==> config.mk <==
export PLATFORM = sky130hd
export DESIGN_NAME = branch_predict_unit
export DESIGN_NICKNAME = d
export VERILOG_FILES = /design/src/rtl/bp_pkg.sv /design/src/rtl/branch_pred_table.sv /design/src/rtl/branch_predict_unit.sv
export SDC_FILE = /design/constraint.sdc
export NUM_CORES = 1
export LEC_CHECK = 0
export CELL_PAD_IN_SITES_DETAIL_PLACEMENT = 1
export CELL_PAD_IN_SITES_GLOBAL_PLACEMENT = 1
export CORE_MARGIN = 2
export CORE_UTILIZATION = 35
export CTS_CLUSTER_SIZE = 8
export DETAILED_ROUTE_END_ITERATION = 6
export PLACE_DENSITY = 0.66
export SLEW_MARGIN = 20
export SYNTH_ARGS = -nofsm -noshare
export SYNTH_HDL_FRONTEND = slang
export SYNTH_SLANG_ARGS = --single-unit
export TNS_END_PERCENT = 20
==> constraint.sdc <==
create_clock -name clk -period 5.3 [get_ports clk]
set_clock_uncertainty 0.2 [all_clocks]
set_input_delay 1.06 -clock clk [delete_from_list [all_inputs] [get_ports clk]]
set_output_delay 1.06 -clock clk [all_outputs]
set_load 0.01 [all_outputs]
==> src/rtl/bp_pkg.sv <==
// Shared types for branch_predict_unit: counter encoding, BTB entry layout and the
// saturating counter update. Entry field widths are set by BP_PC_W / BP_IDX_W here.
package bp_pkg;

    localparam int BP_PC_W  = 9;
    localparam int BP_IDX_W = 4;
    localparam int BP_TAG_W = BP_PC_W - BP_IDX_W - 2;

    typedef enum logic [1:0] {
        SNT = 2'b00,
        WNT = 2'b01,
        WT  = 2'b10,
        ST  = 2'b11
    } ctr_t;

    typedef struct packed {
        logic                valid;
        logic [BP_TAG_W-1:0] tag;
        logic [BP_PC_W-1:0]  target;
        logic                is_jump;
        ctr_t                ctr;
    } btb_entry_t;

    function automatic ctr_t ctr_next(input ctr_t ctr, input logic taken);
        ctr_t nxt;
        nxt = ctr;
        if (taken && ctr != ST) begin
            nxt = ctr_t'(ctr + 2'd1);
        end else if (!taken && ctr != SNT) begin
            nxt = ctr_t'(ctr - 2'd1);
        end
        return nxt;
    endfunction

endpackage

==> src/rtl/branch_pred_table.sv <==
// Direct-mapped BTB/BHT storage: combinational fetch read, synchronous resolve write
// with an internal read-modify-write of the addressed entry's counter.
module branch_pred_table
    import bp_pkg::*;
#(
    parameter int IDX_W = BP_IDX_W
) (
    input  logic                clk,
    input  logic                reset,
    input  logic [IDX_W-1:0]    rd_idx_i,
    output btb_entry_t          rd_entry_o,
    input  logic                wr_en_i,
    input  logic [IDX_W-1:0]    wr_idx_i,
    input  logic [BP_TAG_W-1:0] wr_tag_i,
    input  logic [BP_PC_W-1:0]  wr_target_i,
    input  logic                wr_jump_i,
    input  logic                wr_taken_i
);

    localparam int DEPTH = 1 << IDX_W;

    btb_entry_t mem_q [DEPTH];
    btb_entry_t cur_entry;
    btb_entry_t wr_entry_d;
    logic       wr_hit;
    logic       wr_do;

    assign rd_entry_o = mem_q[rd_idx_i];
    assign cur_entry  = mem_q[wr_idx_i];
    assign wr_hit     = cur_entry.valid && (cur_entry.tag == wr_tag_i);

    always_comb begin
        // NOTE: defaults assigned first so every path drives every signal (no latch).
        wr_do      = 1'b0;
        wr_entry_d = cur_entry;
        if (wr_en_i) begin
            if (wr_jump_i) begin
                wr_do      = 1'b1;
                wr_entry_d = '{valid: 1'b1, tag: wr_tag_i, target: wr_target_i,
                               is_jump: 1'b1, ctr: ST};
            end else if (wr_taken_i) begin
                // A miss or tag mismatch reallocates the slot starting at weakly-taken.
                wr_do      = 1'b1;
                wr_entry_d = '{valid: 1'b1, tag: wr_tag_i, target: wr_target_i,
                               is_jump: 1'b0,
                               ctr: wr_hit ? ctr_next(cur_entry.ctr, 1'b1) : WT};
            end else if (wr_hit) begin
                wr_do          = 1'b1;
                wr_entry_d.ctr = ctr_next(cur_entry.ctr, 1'b0);
            end
        end
    end

    always_ff @(posedge clk) begin
        if (reset) begin
            // NOTE: the table is built from flops, so clearing every entry is legal; valid and ctr must start known.
            for (int i = 0; i < DEPTH; i++) begin
                mem_q[i] <= '{valid: 1'b0, tag: '0, target: '0, is_jump: 1'b0, ctr: WNT};
            end
        end else if (wr_do) begin
            // NOTE: non-blocking, so a fetch read in this cycle still sees the pre-write entry.
            mem_q[wr_idx_i] <= wr_entry_d;
        end
    end

endmodule

==> src/rtl/branch_predict_unit.sv <==
// Fetch-stage BTB prediction plus execute-stage branch/jump/halt resolution and redirect.
// Optional BP_STATS_EN adds branch and misprediction counters.
module branch_predict_unit
    import bp_pkg::*;
#(
    parameter int PC_W  = BP_PC_W,
    parameter int IDX_W = BP_IDX_W
) (
    input  logic            clk,
    input  logic            reset,
    input  logic [PC_W-1:0] F_PC,
    output logic            Pred_Taken,
    output logic [PC_W-1:0] Pred_Target,
    input  logic            Ex_Valid,
    input  logic [PC_W-1:0] Ex_PC,
    input  logic [31:0]     Ex_Imm,
    input  logic            Ex_Branch,
    input  logic            Ex_Jump,
    input  logic            Ex_JumpR,
    input  logic            Ex_Halt,
    input  logic [31:0]     Ex_AluResult,
    input  logic            Ex_PredTaken,
    input  logic [PC_W-1:0] Ex_PredTarget,
    output logic [31:0]     PC_Four,
    output logic [31:0]     PC_Imm,
    output logic            Redirect,
    output logic [31:0]     Redirect_PC,
    output logic            Halted
`ifdef BP_STATS_EN
    ,
    output logic [31:0]     Br_Count,
    output logic [31:0]     Mispred_Count
`endif
);

    localparam int TAG_W = PC_W - IDX_W - 2;

    btb_entry_t      f_entry;
    logic [TAG_W-1:0] f_tag;
    logic [TAG_W-1:0] ex_tag;
    logic            f_hit;
    logic            resolve_en;
    logic            taken;
    logic            mispred;
    logic            wr_en;
    logic [31:0]     pc_four;
    logic [31:0]     pc_imm;
    logic [31:0]     tgt;
    logic            halted_q;
    logic            halted_d;
    logic [PC_W-1:0] halted_pc_q;
    logic [PC_W-1:0] halted_pc_d;
    logic            unused_bits;

    assign unused_bits = ^{F_PC[1:0], f_entry.ctr[0]};
    assign f_tag       = F_PC[PC_W-1:IDX_W+2];
    assign ex_tag      = Ex_PC[PC_W-1:IDX_W+2];

    branch_pred_table #(.IDX_W(IDX_W)) u_table (
        .clk         (clk),
        .reset       (reset),
        .rd_idx_i    (F_PC[IDX_W+1:2]),
        .rd_entry_o  (f_entry),
        .wr_en_i     (wr_en),
        .wr_idx_i    (Ex_PC[IDX_W+1:2]),
        .wr_tag_i    (ex_tag),
        .wr_target_i (tgt[PC_W-1:0]),
        .wr_jump_i   (Ex_Jump),
        .wr_taken_i  (Ex_AluResult[0])
    );

    assign f_hit       = f_entry.valid && (f_entry.tag == f_tag);
    assign Pred_Taken  = !reset && f_hit && (f_entry.is_jump || f_entry.ctr[1]);
    assign Pred_Target = (!reset && f_hit) ? f_entry.target : '0;

    assign resolve_en = Ex_Valid && !halted_q && !reset;
    assign pc_four    = 32'(Ex_PC) + 32'd4;
    assign pc_imm     = 32'(Ex_PC) + Ex_Imm;
    assign taken      = (Ex_Branch && Ex_AluResult[0]) || Ex_Jump || Ex_JumpR;
    assign tgt        = Ex_JumpR ? {Ex_AluResult[31:1], 1'b0} : pc_imm;
    assign mispred    = (taken != Ex_PredTaken) || (taken && (Ex_PredTarget != tgt[PC_W-1:0]));
    // JALR targets are data-dependent, so they never train the table.
    assign wr_en      = resolve_en && !Ex_Halt && (Ex_Jump || (Ex_Branch && !Ex_JumpR));

    assign PC_Four = resolve_en ? pc_four : '0;
    assign PC_Imm  = resolve_en ? pc_imm : '0;
    assign Halted  = halted_q && !reset;

    always_comb begin
        Redirect    = 1'b0;
        Redirect_PC = '0;
        halted_d    = halted_q;
        halted_pc_d = halted_pc_q;
        if (!reset) begin
            if (halted_q) begin
                Redirect    = 1'b1;
                Redirect_PC = 32'(halted_pc_q);
            end else if (resolve_en && Ex_Halt) begin
                Redirect    = 1'b1;
                Redirect_PC = 32'(Ex_PC);
                halted_d    = 1'b1;
                halted_pc_d = Ex_PC;
            end else if (resolve_en && mispred) begin
                Redirect    = 1'b1;
                Redirect_PC = taken ? tgt : pc_four;
            end
        end
    end

    always_ff @(posedge clk) begin
        if (reset) begin
            halted_q    <= 1'b0;
            halted_pc_q <= '0;
        end else begin
            halted_q    <= halted_d;
            halted_pc_q <= halted_pc_d;
        end
    end

`ifdef BP_STATS_EN
    logic [31:0] br_cnt_q;
    logic [31:0] br_cnt_d;
    logic [31:0] mis_cnt_q;
    logic [31:0] mis_cnt_d;

    assign br_cnt_d  = br_cnt_q + 32'(resolve_en && !Ex_Halt && (Ex_Branch || Ex_Jump || Ex_JumpR));
    assign mis_cnt_d = mis_cnt_q + 32'(resolve_en && !Ex_Halt && mispred);

    always_ff @(posedge clk) begin
        if (reset) begin
            br_cnt_q  <= '0;
            mis_cnt_q <= '0;
        end else begin
            br_cnt_q  <= br_cnt_d;
            mis_cnt_q <= mis_cnt_d;
        end
    end

    assign Br_Count      = reset ? '0 : br_cnt_q;
    assign Mispred_Count = reset ? '0 : mis_cnt_q;
`endif

endmodule

== Word-level counts from Yosys, hierarchy flattened ==
Memories as Yosys holds them, arrays and structs flattened.
Index checks and enable logic that the tools add are counted.

* Word-level logic and storage cells: 74
* Output and inout port bits: 108
* Register bits: 10
* Memories: 1
* Bits in writable memories: 256

{| class="wikitable"
|+ Memory list
! memory !! depth !! bits a word !! rd ports !! clocked after Yosys merged registers in !! write ports !! line !! RTL
|-
| u_table.mem_q || 16 || 16 || 2 || 0 || 16 || branch_pred_table.sv:22 || <nowiki>btb_entry_t mem_q [DEPTH];</nowiki>
|}

* Bitwise logic cells: 1
* Reduce and logical (&&, ||, !) cells: 26
* $add $sub $neg: 4
* Multiplexer cells: 35
* Equal/unequal tests: 5

{| class="wikitable"
|+ Operators by type and width
! cell !! number
|-
| 32-bit 2-to-1 mux || 7
|-
| 16-bit 2-to-1 mux || 3
|-
| 9-bit by 32-bit adder with 32-bit output || 1
|-
| 1-bit 2-to-1 mux || 16
|-
| 16-bit OR reduction || 1
|-
| 1-bit logical AND || 14
|-
| 14-bit 2-to-1 mux || 1
|-
| 9-bit by 3-bit adder with 10-bit output, second input constant || 1
|-
| 10-bit 2-to-1 mux || 1
|-
| 2-bit 2-to-1 mux || 5
|-
| 9-bit 2-to-1 mux || 1
|-
| 9-bit != test || 1
|-
| 3-bit equality test || 2
|-
| 1-bit logical OR || 5
|-
| 1-bit zero test || 4
|-
| 4-bit 2-to-1 mux || 1
|-
| 2-bit by 1-bit adder with 2-bit output, second input constant || 1
|-
| 2-bit != test, second input constant || 1
|-
| 2-bit AND reduction || 1
|-
| 2-bit nonzero test || 1
|-
| 2-bit by 1-bit subtractor with 2-bit output, second input constant || 1
|-
| 1-bit != test || 1
|-
| 1-bit inverter || 1
|}

== Longest topological paths before layout ==
Gate-level depths: netlist of run 1.
An unclocked memory read counts as a cell.

* Word-level depth: 12
* Depth in mapped cells: 13

== Hierarchy ==
Synthesis of run 1 repeated with hierarchy kept, for this count alone.

* Cell total of the unflattened synthesis: 1325
* Area, all modules: 16469.5 um^2

{| class="wikitable"
|+ Modules (own cells, without submodules)
! module !! instances !! cells an instance !! area an instance (um^2) !! seq. area each (um^2)
|-
| branch_pred_table || 1 || 868 || 13446.6 || 7687.4
|-
| branch_predict_unit || 1 || 457 || 3022.9 || 200.2
|}

== Worst setup path after synthesis of run 1 ==
No wires, ideal clock.

* Path type: input to output
* From: input Ex_PC[0]
* To: output Redirect_PC[12]
* Cell stages on the path: 11
* Path buffers: 0
* Arrival time: 3676 ps
* Setup slack: 364 ps
* Data required time: 4040 ps
* Cells stage by stage: ha_1 -> inv_1 -> fa_1 -> nor2b_1 -> o2111ai_1 -> a21oi_1 -> o21ai_1 -> a21boi_0 -> nand3_1 -> mux2_2 -> a2111oi_0

* Cells in the longest elaborated chain, start to end: 10
* Elaborated cells between the ends (all ways): 11
* Classes of those cells: 1 x add/sub; 1 x eq/ne; 6 x mux; 3 x reduce/logical

{| class="wikitable"
|+ Ends and longest elaborated chain
! item !! line !! RTL
|-
| from (decl) || branch_predict_unit.sv:15 || <nowiki>input logic [PC_W-1:0] Ex_PC,</nowiki>
|-
| 9-bit by 32-bit adder with 32-bit output (*) || branch_predict_unit.sv:78 || <nowiki>assign pc_imm = 32'(Ex_PC) + Ex_Imm;</nowiki>
|-
| 32-bit 2-to-1 mux (*) || branch_predict_unit.sv:80 || <nowiki>assign tgt = Ex_JumpR ? {Ex_AluResult[31:1], 1'b0} : pc_imm;</nowiki>
|-
| 9-bit != test || branch_predict_unit.sv:81 || <nowiki>assign mispred = (taken != Ex_PredTaken) || (taken && (Ex_PredTarget != tgt[PC_W-1:0]));</nowiki>
|-
| 1-bit logical AND || branch_predict_unit.sv:81 ||
|-
| 1-bit logical OR || branch_predict_unit.sv:81 ||
|-
| 1-bit logical AND || branch_predict_unit.sv:103 || <nowiki>end else if (resolve_en && mispred) begin</nowiki>
|-
| 32-bit 2-to-1 mux (*) || branch_predict_unit.sv:103 ||
|-
| 32-bit 2-to-1 mux (*) || branch_predict_unit.sv:98 || <nowiki>end else if (resolve_en && Ex_Halt) begin</nowiki>
|-
| 32-bit 2-to-1 mux (*) || branch_predict_unit.sv:95 || <nowiki>if (halted_q) begin</nowiki>
|-
| 32-bit 2-to-1 mux (*) || branch_predict_unit.sv:94 || <nowiki>if (!reset) begin</nowiki>
|-
| to (decl) || branch_predict_unit.sv:27 || <nowiki>output logic [31:0] Redirect_PC,</nowiki>
|}

Mark *: on every way between the ends. The rest lies on a longest branch, timed or not.

== Worst setup path in the final report of run 1 ==
* From: input Ex_Imm[1]
* To: output PC_Imm[24]

* Cells in the longest elaborated chain, start to end: 2

{| class="wikitable"
|+ Ends and longest elaborated chain
! item !! line !! RTL
|-
| from (decl) || branch_predict_unit.sv:16 || <nowiki>input logic [31:0] Ex_Imm,</nowiki>
|-
| 9-bit by 32-bit adder with 32-bit output || branch_predict_unit.sv:78 ||
|-
| 32-bit 2-to-1 mux || branch_predict_unit.sv:86 || <nowiki>assign PC_Imm = resolve_en ? pc_imm : '0;</nowiki>
|-
| to (decl) || branch_predict_unit.sv:25 || <nowiki>output logic [31:0] PC_Imm,</nowiki>
|}

No other way between the ends.

==> key figures, run 1 <==
Global routing
  – Pin count of the biggest net entering global routing: 42
  – First-pass GRT wire length: between 90000 and 100000 µm
  – Gr usage total: between 20% and 30%
  – Vias in the first global route: 13780
  – Overflow after GRT: 0
  – Initial antenna violation count: 0

Worst setup path
  – Required time of the critical path: 4.04 ns
  – Reg2Reg Capture Point: u_table.mem_q[0][10]
  – Kind of critical path: in -> out
  – Critical R2R Launch: halted_q
  – CP max FO: 5
  – Crit path DAT: 4.05 ns
  – Worst setup EP type: output pin
  – Worst reg-to-reg path cell count: 10
  – R2R setup slack: 1.81 ns
  – Crit path launch type: input pin

Finish
  – Layout cells sized above 1: a little under a third
  – Diode count: 0
  – Fillcell total: 4903
  – Design Area, Final: 21200 µm²
  – Synth-to-layout area growth: 30.2%
  – Nets: 1735

Floorplan
  – IO Pins: around 210
  – Rows: 79
  – Initial core utilization: 35.2%
  – Die area: roughly 48000 µm²
  – Core area: 46300 µm²
  – Die width: about 220 µm
  – Height of the die: 220 µm

STA
  – Period minus WS final: 5.31 ns
  – Final worst-path cycle share: 100%
  – Max Slew Vio Count: 0
  – Relative slew slack: 28.3%
  – # setup viols final: 1
  – Final worst slack: -0.00922 ns
  – Unrepaired setup endpoints after global routing: yes
  – Final hold viol count: 0
  – Measured slew at the worst slew-check pin: 1.07 ns
  – Fmax: 188 MHz
  – Worst hold slack: 0.257 ns

Synthesis
  – EDFF count, synth: 256
  – Warnings, synthesis: 0
  – Yosys reg bits: approximately 270
  – Synth top area share: between 40% and 50%
  – Mapped Cells: 1316
  – Cell variety after synth: 62
  – Cell accounting for the most synthesized area: edfxtp_1
  – Ys flop type: edfxtp_1
  – Synthesized area per cell: 12.4 µm²
  – Syn Std Cell Area: 16300 µm²
  – Post-synthesis sequential area ratio: 48.5%
  – Commonest cells in the netlist: nor2_1 (280), edfxtp_1 (256), mux4_2 (143)
  – Post-synthesis async set-or-reset flop share: 0%
  – Top-count cell post-synth: nor2_1
  – Top post-synthesis cells by area: edfxtp_1 (47%), mux4_2 (20%), nor2_1 (6.5%), mux2i_1 (1.7%), xor2_1 (1.7%)

Run status
  – Failing checks: negative setup slack
  – Status: finished, violations left

Route
  – First-pass detailed-route iteration total: 5
  – Drt via density: 5.73
  – Initial DRC count: 1149
  – Residual DRC: 0
  – WL per Instance: roughly 28 µm
  – ANT nets after route: 0
  – DR vias: between 10000 and 15000
  – Final WL: roughly 62000 µm

Clocking
  – CTS tree: done
  – Htree depth: 2
  – Worst-skew pair later-pin latency: about 0.52 ns
  – CTS Buffer Depth: 3
  – Root Driver: clkbuf_16
  – Num CTS Buffers: 39
  – Clock net sink count: 266
  – Clock transition at the registers of the reported paths: 0.05 ns
  – Hold Buf Count CTS: 0

Placed design
  – I/O Buffers: 182
  – Placed inst area: 19700 µm²
  – Half-perimeter wire length after placement: 43100 µm
  – Routability cong.: 0.875

Power
  – Net switching power: ~1.5 mW
  – PD cells: 274 nW/µm²
  – Clk pwr share: 39.5%
  – Leak pwr: 7.90 nW
  – Sequential share of power: between 40% and 50%
  – Net Sw Frac: 25.9%
  – Worst vdd ir: ~0.00022 V
  – Combinational share of power: between 10% and 20%
  – Total power: 5.80 mW
  – Internal power: 4.30 mW

Hold path
  – Endpoint, Worst Hold: halted_pc_q[3]
  – Min-delay worst type: reg -> reg
  – Worst hold start: halted_pc_q[3]
  – Worst Hold Path Cells: 2

Run
  – Total of max-cap violations: 0
[through the flow]
step                      setup WS (ns)  utilization, %  instances  setup TNS [ns]
after global routing             -0.139            45.8       2238          -0.445
final                          -0.00922            45.8       2238        -0.00922
after floorplan                   0.364               -       1337               0
after detailed placement         -0.947            42.7       2170          -38.42
after global placement           -0.945            42.7       2170          -35.00
after CTS                       0.00147            45.7       2238               0
[sequential cells by signal, indices dropped and copies added (netlist names)]
| name | count |
|---|---|
| halted_pc_q | 9 |
| u_table.mem_q | 256 |
| halted_q | 1 |
[cell families after synthesis]
| group | Yosys count | synth area share [%] |
|---|---|---|
| other | 1 | 0.0230 |
| and+or+nand+nor | 505 | 15.0 |
| xor gates and xnor gates | 47 | 2.53 |
| AOI/OAI and AO/OA | 136 | 5.60 |
| muxes | 178 | 22.0 |
| adders and majority gates | 15 | 1.18 |
| buffers and inverters | 168 | 5.22 |
| DFF | 266 | 48.5 |
[metal layers]
layer,global-route usage (%),share of wire [%]
met1,30.4,37
met2,46.4,51
met3,4.75,7.9
met4,9.82,3.8
met5,0,0
[power by group through the flow]
stage               registers (mW)  logic (mW)  clock network [mW]
floorplan                     2.43       0.568                   0
global placement              2.44        1.03                   0
detailed placement            2.45        1.05                   0
CTS                           2.41        1.08                2.33
global route                  2.42        1.16                2.42
finish                        2.41        1.10                2.29
[worst max-delay path by stage]
| stage | cells past startpoint | from | endpoint |
|---|---|---|---|
| 2_1_floorplan | 11 | Ex_PC[0] | Redirect_PC[12] |
| 3_3_place_gp | 15 | Ex_PC[0] | Redirect_PC[30] |
| 3_5_place_dp | 15 | Ex_PC[0] | Redirect_PC[30] |
| 4_1_cts | 17 | Ex_Imm[0] | Redirect_PC[6] |
| 5_1_grt | 13 | Ex_Imm[1] | PC_Imm[24] |
| 6_report | 13 | Ex_Imm[1] | PC_Imm[24] |
[layout make-up]
cell class                      instances  area, µm²  share of cell area [%]
Inverter                               31        116                   0.549
Sequential cell                       266       7890                    37.2
Tap cell                              607        759                    3.58
Clock buffer                           49       1060                    4.98
Multi-Input combinational cell        903       7990                    37.7
Clock inverter                          1       30.0                   0.142
Timing Repair Buffer                  381       3360                    15.9
[critical path, cell delays in order]
cell and delay [ns]:
dlygate4sd2_1 0.23, inv_1 0.07, fa_2 0.47, nor2b_4 0.20, o2111ai_4 0.15, a21oi_2 0.18, o21ai_2 0.10, buf_4 0.16
buf_4 0.15, a211oi_1 0.34, xor2_1 0.24, and2_1 0.15, clkdlybuf4s50_1 0.53
[cells in the final DEF (no fill, tap or decap), types with 8 or more instances in the layout]
cell type	n
a21oi_1	38
a22oi_1	10
and2_1	21
and3_1	12
buf_12	17
buf_2	37
buf_4	179
clkbuf_1	8
clkbuf_16	41
clkdlybuf4s50_1	121
conb_1	22
dfxtp_1	10
dlygate4sd2_1	13
edfxtp_1	256
ha_1	9
inv_1	28
mux2i_1	27
mux4_2	143
nand2_1	50
nand2b_1	18
nand3_1	15
nand3_4	13
nand4_1	24
nor2_1	278
nor2b_1	19
nor3_1	30
o21ai_0	8
xnor2_1	14
xor2_1	28
[timing repair]
item,4_1_cts,5_1_grt
gates cloned,3,0
pin swaps,26,19
hold endpoints to repair,0,0
setup endpoints to repair,56,57
gates resized for setup,208,35
setup buffers,15,2
(Power assumes the default switching activity.)
==> inputs of run 2 (changes only) <==
- CORE_MARGIN: 2 -> 5
==> run 2 against run 1 <==
The run now ends clean. Routed wire length shrank 0.95%. Non-clock buffer count grew 21. First-iteration DRC count shrank 12%. Sequential power is essentially flat. Clock-buffer cell count shrank 4. Utilization shrank 0.16 points. Worst setup slack gained 0.11 ns. Register-to-register slack is essentially flat. Sequential share of layout area grew 0.13 points. Combinational power is essentially flat. Hold slack is essentially flat. Critical endpoint is now PC_Imm[29].
==> key figures, run 2 (synthesized netlist as in run 1, its figures left out) <==
Run status
  – Status: finished clean

Finish
  – Fillcell total: 4925 (+0.45%)
  – Layout cells sized above 1: 31.1% (+0.34 points)
  – Nets: 1756 (+1.2%)
  – Final core occ: 45.7% (-0.16 points)
  – Diode count: 0 (unchanged)
  – Synth-to-layout area growth: 29.8%
  – Most frequent cells in the layout: nor2_1 (277), edfxtp_1 (256), buf_4 (209)
  – Top Registers: u_table.mem_q x256, halted_pc_q x9, halted_q x1
  – Largest register FFs: 256 (unchanged)
  – Biggest register: u_table.mem_q
  – Layout Cells excl Fill: 2259 (+0.94%)
  – Most common cell after layout, fill and taps aside: nor2_1

Route
  – ANT nets after route: 0 (unchanged)
  – WL met1: 23700 µm (+1.1%)
  – Wire length on met3: 5170 µm (+5.0%)
  – DR vias: 12820 (-0.10%)
  – First-pass detailed-route iteration total: 5 (unchanged)
  – Uppermost layer routed: met5
  – Final WL: 61800 µm (-0.95%)
  – DR WL met2: 30700 µm (-3.1%)
  – WL per Instance: 27.4 µm (-1.9%)
  – Residual DRC: 0 (unchanged)
  – Drt via density: 5.68 (-1.0%)
  – Initial DRC count: 1008 (-12%)

Power
  – Leak pwr: 7.96 nW (+0.84%)
  – Net switching power: 1.51 mW (+0.32%)
  – Clk pwr share: 39.1% (-0.4 points)
  – Combinational share of power: 18.9% (about the same)
  – Sequential share of power: 42.0% (+0.4 points)
  – Net Sw Frac: 26.3% (+0.33 points)
  – PD cells: 272 nW/µm² (-0.59%)
  – Worst vdd ir: 0.000334 V (+53%)
  – Internal power: 4.24 mW (-1.4%)

Hold path
  – Min-delay worst type: reg -> reg
  – Worst Hold Path Cells: 2 (unchanged)

Floorplan
  – Rows: 79 (unchanged)
  – Height of the die: 226 µm (+2.7%)
  – Die area: 50900 µm² (+5.5%)
  – Core area: 46300 µm² (unchanged)
  – Initial core utilization: 35.2% (unchanged)
  – IO Pins: 207 (unchanged)
  – Die width: 226 µm (+2.7%)

Placed design
  – Pre-CTS WS: -0.860 ns (+0.0869 ns)
  – Post-Place Cells: 2189 (+0.88%)
  – Routability cong.: 0.918 (+5.0%)
  – Half-perimeter wire length after placement: 43700 µm (+1.3%)
  – I/O Buffers: 182 (unchanged)

Worst setup path
  – Crit path DAT: 3.94 ns (-0.11 ns)
  – Instance count on the critical path: 14 (+1)
  – Required time of the critical path: 4.04 ns (about the same)
  – Crit path launch type: input pin
  – Kind of critical path: in -> out
  – Worst path top cell family by delay: buffers and inverters
  – CP max stage delay: 0.54 ns (about the same)
  – CP max-delay cell: clkdlybuf4s50_1
  – Bufs and invs on worst path: 6 (+1)
  – CP max FO: 5 (unchanged)
  – Worst reg-to-reg path cell count: 11 (+1)
  – Worst setup EP type: output pin
  – Critical path, cell by cell: buf_2 > buf_6 > ha_1 > a21o_1 > and4_1 > o211a_1 > buf_6 > o211ai_1 > buf_4 > buf_4 > a21oi_1 > xor2_1 > and2_1 > clkdlybuf4s50_1

STA
  – Fmax: 192 MHz (+2.1%)
  – Worst hold slack: 0.256 ns (-0.000230 ns)
  – Final worst-path cycle share: 98.1% (-2.0 points)
  – Final worst slack: 0.0981 ns (+0.107 ns)
  – Period minus WS final: 5.20 ns (-0.107 ns)
  – Final hold viol count: 0 (unchanged)
  – # setup viols final: 0 (-1)
  – Unrepaired setup endpoints after global routing: yes
  – Max Slew Vio Count: 0 (unchanged)
  – Relative slew slack: 33.0% (+4.7 points)
  – Final TNS setup: 0 ns (+0.00922 ns)
  – Measured slew at the worst slew-check pin: 1.00 ns (-0.0698 ns)

Clocking
  – Htree depth: 2 (unchanged)
  – CTS tree: done
  – Worst-skew pair later-pin latency: 0.53 ns (about the same)
  – Num CTS Buffers: 39 (unchanged)
  – CTS Buffer Depth: 3 (unchanged)
  – Clock net sink count: 266 (unchanged)
  – Root Driver: clkbuf_16
  – Clock transition at the registers of the reported paths: 0.05 ns (about the same)

Global routing
  – Overflow after GRT: 0 (unchanged)
  – Gr usage total: 23.7% (-2.0 points)
  – Initial antenna violation count: 1 (+1)
  – First-pass GRT wire length: 89500 µm (-0.98%)
  – Pin count of the biggest net entering global routing: 50 (+19%)
  – Vias in the first global route: 13504 (-2.0%)

Run
  – Total of max-cap violations: 0 (unchanged)
run 2: cell types whose count changed in the layout (fill, tap and decap cells not counted), sizes merged, moves of 3 or more:
cell / before / now
dlygate4sd2: 13 / 10
buf: 239 / 259
clkbuf: 53 / 49
clkdlybuf4s50: 121 / 124
inv: 30 / 33
run 2: final timing paths:
check / start / to / slack (ns)
setup reg to reg: halted_q / u_table.mem_q[14][9] / 1.82
setup / recovery: Ex_PC[1] / PC_Imm[29] / 0.1
hold reg to reg: halted_pc_q[7] / halted_pc_q[7] / 0.26
hold / removal: halted_pc_q[7] / halted_pc_q[7] / 0.26
run 2: power by group through the flow:
stage | registers (mW) | logic [mW] | clock network, mW
2_1_floorplan | 2.43 | 0.568 | 0
3_3_place_gp | 2.44 | 1.04 | 0
3_5_place_dp | 2.45 | 1.05 | 0
4_1_cts | 2.41 | 1.08 | 2.29
5_1_grt | 2.42 | 1.15 | 2.39
6_report | 2.41 | 1.09 | 2.25
run 2: timing repair:
item,4_1_cts,5_1_grt
buffers inserted,12,6
pin swaps,20,17
gates resized for setup,188,37
gates cloned,3,0
hold buffers,0,0
endpoints found under the setup margin,57,53
run 2: area by class of cell:
| type | instances | area [µm²] | share of cell area (%) |
|---|---|---|---|
| clock buffers | 45 | 998 | 4.73 |
| clock inverters | 5 | 60.1 | 0.284 |
| inverters | 31 | 116 | 0.551 |
| multi-input cells | 903 | 7880 | 37.3 |
| flip-flops and latches | 266 | 7890 | 37.3 |
| well taps | 607 | 759 | 3.59 |
| repair buffers | 402 | 3430 | 16.2 |
run 2: per-stage QoR:
stage,power [mW],cell area (µm²)
global route,5.96,21100
global placement,3.48,19800
finish,5.75,21100
floorplan,3.00,16400
detailed placement,3.50,19800
CTS,5.78,21000
run 2: routing by layer:
metal / track usage, % / vias up
met5: 0 / -
met1: 29.3 / 6526
met3: 4.73 / 121
li1: - / 5561
met2: 41.6 / 610
met4: 8.38 / 2
run 2: tightest hold or removal path, cell delays in order (launching register included):
cell     delay [ns]
dfxtp_1        0.30
nand2_1        0.05
a21oi_1        0.05
==> inputs of run 3 (changes only) <==
- SKIP_CTS_REPAIR_TIMING: default -> 1
==> run 3 against run 2 <==
Final cell count decreased by 0.35%. Largest power group unchanged. Combinational power barely moved. Hold slack is essentially flat. Worst setup slack worse by 0.077 ns. Fmax fell by 1.5%. Global-route usage shrank 0.32 points. First-iteration DRC count shrank 11%. Critical endpoint is now PC_Imm[23]. Routed wire length is essentially flat. Utilization rose by 0.24 points.
==> key figures, run 3 (synthesized netlist as in run 1, its figures left out) <==
Run status
  – Status: finished clean

Finish
  – Most frequent cells in the layout: nor2_1 (278), edfxtp_1 (256), buf_4 (203)
  – Synth-to-layout area growth: 30.5%
  – Nets: 1748 (-0.46%)
  – Diode count: 0 (unchanged)
  – Largest register FFs: 256 (unchanged)
  – Biggest register: u_table.mem_q
  – Top Registers: u_table.mem_q x256, halted_pc_q x9, halted_q x1
  – Layout Cells excl Fill: 2251 (-0.35%)
  – Most common cell after layout, fill and taps aside: nor2_1
  – Layout cells sized above 1: 29.0% (-2.2 points)

Route
  – Final WL: 61800 µm (about the same)
  – First-pass detailed-route iteration total: 5 (unchanged)
  – DR vias: 12790 (-0.23%)
  – Initial DRC count: 899 (-11%)
  – ANT nets after route: 0 (unchanged)
  – Drt via density: 5.68 (+0.12%)
  – Residual DRC: 0 (unchanged)
  – WL per Instance: 27.4 µm (+0.28%)

Placed design
  – I/O Buffers: 182 (unchanged)
  – Half-perimeter wire length after placement: 43700 µm (unchanged)
  – Pre-CTS WS: -0.860 ns (unchanged)
  – Post-Place Cells: 2189 (unchanged)
  – Routability cong.: 0.918 (unchanged)

Run
  – Total of max-cap violations: 0 (unchanged)

Power
  – Combinational share of power: 18.8% (about the same)
  – PD cells: 270 nW/µm² (-0.70%)
  – Internal power: 4.23 mW (about the same)
  – Leak pwr: 8.34 nW (+4.7%)
  – Worst vdd ir: 0.000334 V (+0.23%)
  – Net switching power: 1.50 mW (-0.47%)
  – Net Sw Frac: 26.2% (-0.074 points)
  – Sequential share of power: 42.0% (about the same)
  – Clk pwr share: 39.1% (about the same)

STA
  – # setup viols final: 0 (unchanged)
  – Final hold viol count: 0 (unchanged)
  – Measured slew at the worst slew-check pin: 0.994 ns (-0.00915 ns)
  – Worst hold slack: 0.256 ns (+0.0000420 ns)
  – Unrepaired setup endpoints after global routing: yes
  – Max Slew Vio Count: 0 (unchanged)
  – Period minus WS final: 5.28 ns (+0.0765 ns)
  – Fmax: 189 MHz (-1.5%)
  – Final worst slack: 0.0216 ns (-0.0765 ns)
  – Relative slew slack: 33.6% (+0.61 points)
  – Final worst-path cycle share: 99.6% (+1.4 points)

Worst setup path
  – CP max FO: 5 (unchanged)
  – Required time of the critical path: 4.04 ns (about the same)
  – Critical R2R Launch: halted_q
  – Worst reg-to-reg path cell count: 11 (unchanged)
  – Kind of critical path: in -> out
  – Crit path launch type: input pin
  – Worst setup EP type: output pin
  – Crit path DAT: 4.02 ns (+0.08 ns)
  – Reg2Reg Capture Point: u_table.mem_q[14][9]
  – R2R setup slack: 1.80 ns (-0.02 ns)

Floorplan
  – IO Pins: 207 (unchanged)
  – Rows: 79 (unchanged)
  – Height of the die: 226 µm (unchanged)
  – Core area: 46300 µm² (unchanged)
  – Initial core utilization: 35.2% (unchanged)
  – Die area: 50900 µm² (unchanged)
  – Die width: 226 µm (unchanged)

Global routing
  – Initial antenna violation count: 2 (+1)
  – Overflow after GRT: 0 (unchanged)
  – Pin count of the biggest net entering global routing: 50 (unchanged)
  – Vias in the first global route: 13325 (-1.3%)
  – Gr usage total: 23.4% (-0.32 points)
  – First-pass GRT wire length: 88300 µm (-1.3%)

Clocking
  – Root Driver: clkbuf_16
  – Num CTS Buffers: 39 (unchanged)
  – Worst-skew pair later-pin latency: 0.53 ns (about the same)
  – Clock net sink count: 266 (unchanged)
  – CTS tree: done
  – CTS Buffer Depth: 3 (unchanged)
  – Htree depth: 2 (unchanged)
  – Clock transition at the registers of the reported paths: 0.05 ns (about the same)

Hold path
  – Worst hold start: halted_pc_q[7]
  – Endpoint, Worst Hold: halted_pc_q[7]
  – Worst Hold Path Cells: 2 (unchanged)
  – Min-delay worst type: reg -> reg
run 3: cell count changes in the layout (fill, tap and decap cells not counted), moves of 3 or more:
cell and change:
buf_2 -31, clkdlybuf4s50_1 +3, dlygate4sd2_1 -10, buf_4 -6, dlymetal6s2s_1 +33, o32ai_2 -5, o32ai_1 +5, clkbuf_2 +6
run 3: worst max-delay path by stage:
| stage | startpoint | end | slack (ns) | depth (start not counted) |
|---|---|---|---|---|
| after floorplan | Ex_PC[0] | Redirect_PC[12] | 0.36 | 11 |
| after global placement | Ex_PC[0] | Redirect_PC[30] | -0.85 | 15 |
| after detailed placement | Ex_PC[0] | Redirect_PC[25] | -0.86 | 16 |
| after CTS | Ex_PC[0] | Redirect_PC[25] | -0.87 | 16 |
| after global routing | Ex_PC[1] | PC_Imm[25] | -0.13 | 14 |
| final | Ex_PC[1] | PC_Imm[23] | 0.02 | 14 |
run 3: routing by layer:
metal	part of all wire (%)	routed length [µm]	GRT usage (%)	vias to the layer above
met5	0.036	22	0	-
met4	3.5	2190	7.69	4
met3	7.9	4910	4.84	125
met2	50	30700	40.9	598
met1	39	23900	29.2	6527
li1	-	-	-	5536
run 3: cell type report:
| class | count | area, µm² |
|---|---|---|
| Clock buffer | 45 | 998 |
| Timing Repair Buffer | 394 | 3560 |
| Multi-Input combinational cell | 903 | 7850 |
| Inverter | 31 | 116 |
| Clock inverter | 5 | 60.1 |
| Tap cell | 607 | 759 |
| Fill cell | 4911 | 25000 |
| Sequential cell | 266 | 7890 |
run 3: power groups by stage:
| stage | combinational, mW | sequential [mW] | clock, mW |
|---|---|---|---|
| finish | 1.08 | 2.41 | 2.25 |
| global route | 1.14 | 2.42 | 2.39 |
| CTS | 1.06 | 2.41 | 2.29 |
| detailed placement | 1.05 | 2.45 | 0 |
| global placement | 1.04 | 2.44 | 0 |
| floorplan | 0.568 | 2.43 | 0 |
run 3: metrics by stage:
stage                     cell area (µm²)  TNS (ns)  util [%]  total power [mW]
final                               21200         0      45.9              5.74
after global routing                21200     -1.81      45.9              5.95
after CTS                           20800    -35.85      45.1              5.76
after detailed placement            19800    -35.17      42.8              3.50
after global placement              19800    -33.80      42.8              3.48
after floorplan                     16400         0         -              3.00
run 3: critical path, cell delays in order:
cell and delay [ns]:
dlymetal6s2s_1 0.18, buf_4 0.17, ha_1 0.27, a21o_1 0.16, and4_4 0.24, o211a_1 0.19
buf_4 0.12, o211ai_1 0.11, buf_4 0.18, buf_4 0.15, a211oi_1 0.29, xor2_1 0.22
and2_1 0.15, clkdlybuf4s50_1 0.54
